$ cat config.mk
export PLATFORM = sky130hd
export DESIGN_NAME = imm_gen_pipe
export DESIGN_NICKNAME = d
export VERILOG_FILES = /design/src/rtl/imm_gen_pipe.sv
export SDC_FILE = /design/constraint.sdc
export NUM_CORES = 1
export LEC_CHECK = 0
export CORE_MARGIN = 2
export CORE_UTILIZATION = 51
export CTS_BUF_LIST = sky130_fd_sc_hd__clkbuf_4 sky130_fd_sc_hd__clkbuf_8 sky130_fd_sc_hd__clkbuf_16
export CTS_CLUSTER_DIAMETER = 50
export DETAILED_ROUTE_END_ITERATION = 7
export HOLD_SLACK_MARGIN = 0.15
export PLACE_DENSITY = 0.9
export SYNTH_ARGS = -nofsm -noshare
export SYNTH_HDL_FRONTEND = slang
export SYNTH_SLANG_ARGS = --single-unit
$ cat constraint.sdc
create_clock -name clk -period 2.4 [get_ports clk]
set_input_delay 0.48 -clock clk [delete_from_list [all_inputs] [get_ports clk]]
set_output_delay 0.48 -clock clk [all_outputs]
set_load 0.02 [all_outputs]
$ cat src/rtl/imm_gen_pipe.sv
// rtl/imm_gen_pipe.sv - RISC-V immediate generator with a 2-entry output buffer (skid).
// Optional CSR zimm decode of opcode 1110011 enabled by defining IMMGEN_ZICSR_EN.
module imm_gen_pipe #(
  parameter int XLEN  = 32,
  parameter int TAG_W = 4
) (
  input  logic             clk,
  input  logic             rst,
  input  logic             in_valid,
  output logic             in_ready,
  input  logic [31:0]      in_instr,
  input  logic [TAG_W-1:0] in_tag,
  output logic             out_valid,
  input  logic             out_ready,
  output logic [XLEN-1:0]  out_imm,
  output logic [2:0]       out_fmt,
  output logic             out_illegal,
  output logic [TAG_W-1:0] out_tag,
  output logic [15:0]      err_count
);

  localparam logic [2:0] FMT_NONE = 3'd0;
  localparam logic [2:0] FMT_I    = 3'd1;
  localparam logic [2:0] FMT_S    = 3'd2;
  localparam logic [2:0] FMT_B    = 3'd3;
  localparam logic [2:0] FMT_U    = 3'd4;
  localparam logic [2:0] FMT_J    = 3'd5;
  localparam logic [2:0] FMT_Z    = 3'd6;

  localparam bit RV64 = (XLEN == 64);

  logic [XLEN-1:0] imm_i, imm_s, imm_b, imm_u, imm_j;
  logic [XLEN-1:0] dec_imm;
  logic [2:0]      dec_fmt;
  logic            dec_illegal;

  logic             skid_valid;
  logic [XLEN-1:0]  skid_imm;
  logic [2:0]       skid_fmt;
  logic             skid_illegal;
  logic [TAG_W-1:0] skid_tag;

  logic accept, pop;

  assign imm_i = XLEN'($signed(in_instr[31:20]));
  assign imm_s = XLEN'($signed({in_instr[31:25], in_instr[11:7]}));
  assign imm_b = XLEN'($signed({in_instr[31], in_instr[7], in_instr[30:25], in_instr[11:8], 1'b0}));
  assign imm_u = XLEN'($signed({in_instr[31:12], 12'b0}));
  assign imm_j = XLEN'($signed({in_instr[31], in_instr[19:12], in_instr[20], in_instr[30:21], 1'b0}));

  always_comb begin
    dec_imm     = '0;
    dec_fmt     = FMT_NONE;
    dec_illegal = 1'b0;
    case (in_instr[6:0])
      7'b0010011, 7'b0000011, 7'b1100111: begin
        dec_fmt = FMT_I;
        dec_imm = imm_i;
      end
      7'b0100011: begin
        dec_fmt = FMT_S;
        dec_imm = imm_s;
      end
      7'b1100011: begin
        dec_fmt = FMT_B;
        dec_imm = imm_b;
      end
      7'b0110111, 7'b0010111: begin
        dec_fmt = FMT_U;
        dec_imm = imm_u;
      end
      7'b1101111: begin
        dec_fmt = FMT_J;
        dec_imm = imm_j;
      end
      7'b0110011: dec_fmt = FMT_NONE;
      7'b0011011: begin
        if (RV64) begin
          dec_fmt = FMT_I;
          dec_imm = imm_i;
        end else begin
          dec_illegal = 1'b1;
        end
      end
      7'b0111011: dec_illegal = !RV64;
`ifdef IMMGEN_ZICSR_EN
      7'b1110011: begin
        // funct3[2] selects the immediate-operand CSR forms
        if (in_instr[14]) begin
          dec_fmt = FMT_Z;
          dec_imm = XLEN'(in_instr[19:15]);
        end else begin
          dec_fmt = FMT_I;
          dec_imm = imm_i;
        end
      end
`endif
      default: dec_illegal = 1'b1;
    endcase
  end

  assign accept = in_valid & in_ready;
  assign pop    = out_valid & out_ready;

  always_ff @(posedge clk) begin
    if (rst) begin
      in_ready     <= 1'b1;
      out_valid    <= 1'b0;
      out_imm      <= '0;
      out_fmt      <= FMT_NONE;
      out_illegal  <= 1'b0;
      out_tag      <= '0;
      skid_valid   <= 1'b0;
      skid_imm     <= '0;
      skid_fmt     <= FMT_NONE;
      skid_illegal <= 1'b0;
      skid_tag     <= '0;
      err_count    <= 16'd0;
    end else begin
      if (pop) begin
        if (skid_valid) begin
          out_imm     <= skid_imm;
          out_fmt     <= skid_fmt;
          out_illegal <= skid_illegal;
          out_tag     <= skid_tag;
          skid_valid  <= 1'b0;
          in_ready    <= 1'b1;
        end else if (accept) begin
          out_imm     <= dec_imm;
          out_fmt     <= dec_fmt;
          out_illegal <= dec_illegal;
          out_tag     <= in_tag;
        end else begin
          out_valid   <= 1'b0;
        end
      end else if (!out_valid) begin
        if (accept) begin
          out_valid   <= 1'b1;
          out_imm     <= dec_imm;
          out_fmt     <= dec_fmt;
          out_illegal <= dec_illegal;
          out_tag     <= in_tag;
        end
      end else if (accept) begin
        // output register stalled: park the new result in the skid entry
        skid_valid   <= 1'b1;
        skid_imm     <= dec_imm;
        skid_fmt     <= dec_fmt;
        skid_illegal <= dec_illegal;
        skid_tag     <= in_tag;
        in_ready     <= 1'b0;
      end
      if (accept && dec_illegal && (err_count != 16'hFFFF)) begin
        err_count <= err_count + 16'd1;
      end
    end
  end

endmodule

==> metrics <==
status completed; Clk Latency, worst-skew pair 0.37 ns; Post-synth EDFFs 0; clock transition at the registers of the reported paths 0.10 ns; Startpoint Class input port; # diodes 0; final max-slew violation count 0; die width 101 um; setup ws final 0.136 ns; H-Tree Depth 3; Inst Count DP 789; area of the die 10300 um2; top-count cell post-synth dfxtp_1; Synth cell types 69; final period utilization 0.943; Pwr Total 3.34 mW; Finished Layout Cells 805; Final Hold Viols 0; Main synth FF type dfxtp_1; CTS tree built; post-synthesis sequential area ratio 0.410; syn_area_per_cell 8.19 um2; worst slew margin relative to its limit 0.530; WL/cell 17.5 um; IO buf count 97; Arrival @ worst endpoint 2.54 ns; initial antenna violation count 0; worst hold margin 0.463 ns; final net count 730; routability cong. 0.868; Setup Crit Path Kind in2reg; hold depth 2; Clock Tree Root clkbuf_8; ANT nets after route 0; worst min path class reg2reg; Max clock buf depth 2; cell area after synthesis 4830 um2; CORE AREA 9200 um2; largest net degree at the start of global routing 55; r2r worst-path depth 6; detailed-route DRC error count 0; ys async rst share 0; top post-synthesis cells by area dfxtp_1 41%, a211oi_1 9.3%, nor2_1 7.1%, a21oi_1 3.7%, nand2_1 3.5%; Clock Skew 0.0167 ns; first-pass GRT wire length 22500 um; Placement Rows 35; Synth-to-Final Area Change 30.0%; Net Count, Synth 631; starting density of the core 0.525; Synth area leader dfxtp_1; Vias 5044; vias in the first global route 4770; setup violators final 0; CP endpoint kind flop; WL final 14100 um; Syn Inst Count 590; peak fanout along the critical path 10; Die Ht 101 um; Critical Path RT 2.68 ns; Static Leak 2.25 nW; Tmin final 2.26 ns; max_cap viols 0; Synth top area share 0.410; post-CTS sizing 0; Synth warnings 0; hold-fix buffer count after cts 0; gr usage total 0.269; fraction of layout cells with a size suffix above 1 0.115; pre-CTS setup slack -0.204 ns; post-CTS setup buffer count 0; most frequent cells after synthesis 99 x dfxtp_1, 92 x nor2_1, 60 x a211oi_1, 45 x nand2_1, 37 x clkbuf_1; Worst VDD drop 0.362 mV; 1st-iter DRT viols 417; DRT Pass-1 Iters 6; Power Density 532 nW/um2; gr ovfl total 0; Max Freq 0.442 GHz; Yosys reg bits 99; FILL cells 722; via density per instance 6.27; post-DP HPWL 9860 um; measured slew at the worst slew-check pin 0.705 ns; clock sink count 99; Ports 98; RSZ-0062 raised after global routing no; Util after Layout 0.683; CTS Buf Count 9
==> final timing paths <==
kind | slack (ns) | end | from
setup / recovery | 0.14 | out_imm[15] | in_instr[6]
hold / removal | 0.46 | skid_tag[1] | skid_tag[1]
hold reg to reg | 0.46 | skid_tag[1] | skid_tag[1]
setup reg to reg | 0.38 | err_count[6] | err_count[3]
==> flip-flops by register name (all words and copies together), names as in the netlist <==
signal,count
err_count,16
in_ready,1
out_fmt,3
out_illegal,1
out_imm,32
out_tag,4
out_valid,1
skid_fmt,3
skid_illegal,1
skid_imm,32
skid_tag,4
skid_valid,1
==> layer usage <==
metal / part of all wire / vias to the layer above / GRT usage
met5: 0 / - / 0
met3: 0.073 / 24 / 0.0414
met1: 0.41 / 2394 / 0.351
li1: - / 2391 / -
met4: 0.017 / 0 / 0.0863
met2: 0.49 / 235 / 0.458
==> power breakdown <==
part           leakage, nW  total (mW)  internal, mW  switching [mW]
Clock               0.0968        1.04         0.410           0.630
Sequential           0.805        1.75          1.70          0.0458
Combinational         1.35       0.553         0.260           0.293
Total                 2.25        3.34          2.37           0.969
==> cell usage in the layout, fill, tap and decap left out, types with 4 or more instances in the layout <==
master,instances
clkbuf_8,9
o31ai_1,6
nor3_1,5
buf_12,6
nor3b_1,5
inv_1,6
o21ai_0,27
and3_1,21
clkdlybuf4s50_1,96
or3_1,7
a21oi_1,36
buf_4,32
o22ai_1,4
a221oi_1,8
o221ai_1,5
nand3_1,21
a211oi_1,60
o2bb2ai_1,10
a21boi_0,8
nor2_1,91
dfxtp_1,99
nand2_1,45
a22oi_1,11
nor2b_1,8
or4_1,5
==> layout make-up <==
cell class / count / area [um2] / area share
sequential: 99 / 1980 / 0.316
timing repair buffer: 135 / 1330 / 0.211
multi-input combinational: 438 / 2620 / 0.418
clock buffer: 10 / 131 / 0.0209
clock inverter: 6 / 55.1 / 0.00877
tap: 111 / 139 / 0.0221
inverter: 6 / 22.5 / 0.00359
==> metrics by stage <==
| step | setup TNS (ns) | area [um2] |
|---|---|---|
| after floorplan | 0 | 4830 |
| after global placement | -0.329 | 6090 |
| after detailed placement | -3.51 | 6090 |
| after CTS | 0 | 6280 |
| after global routing | 0 | 6280 |
| final | 0 | 6280 |
==> kinds of logic (layout without fill, tap and decap cells) <==
logic type | count (synthesis) | after routing | synth area share
flip-flops | 99 | 99 | 0.410
AND/OR/NAND/NOR | 237 | 237 | 0.247
buffers and inverters | 53 | 157 | 0.0479
multiplexers | 6 | 6 | 0.0137
adder cells (fa/ha/maj) | 1 | 1 | 0.00259
AO/OA/AOI/OAI | 194 | 194 | 0.279
==> worst max-delay path, stage by stage <==
cell and delay (ns):
clkdlybuf4s50_1 0.62, nand4b_1 0.30, o22a_1 0.40, a21oi_4 0.31, o21ai_0 0.18, a211oi_1 0.26
Power figures use the tool's default switching activity.
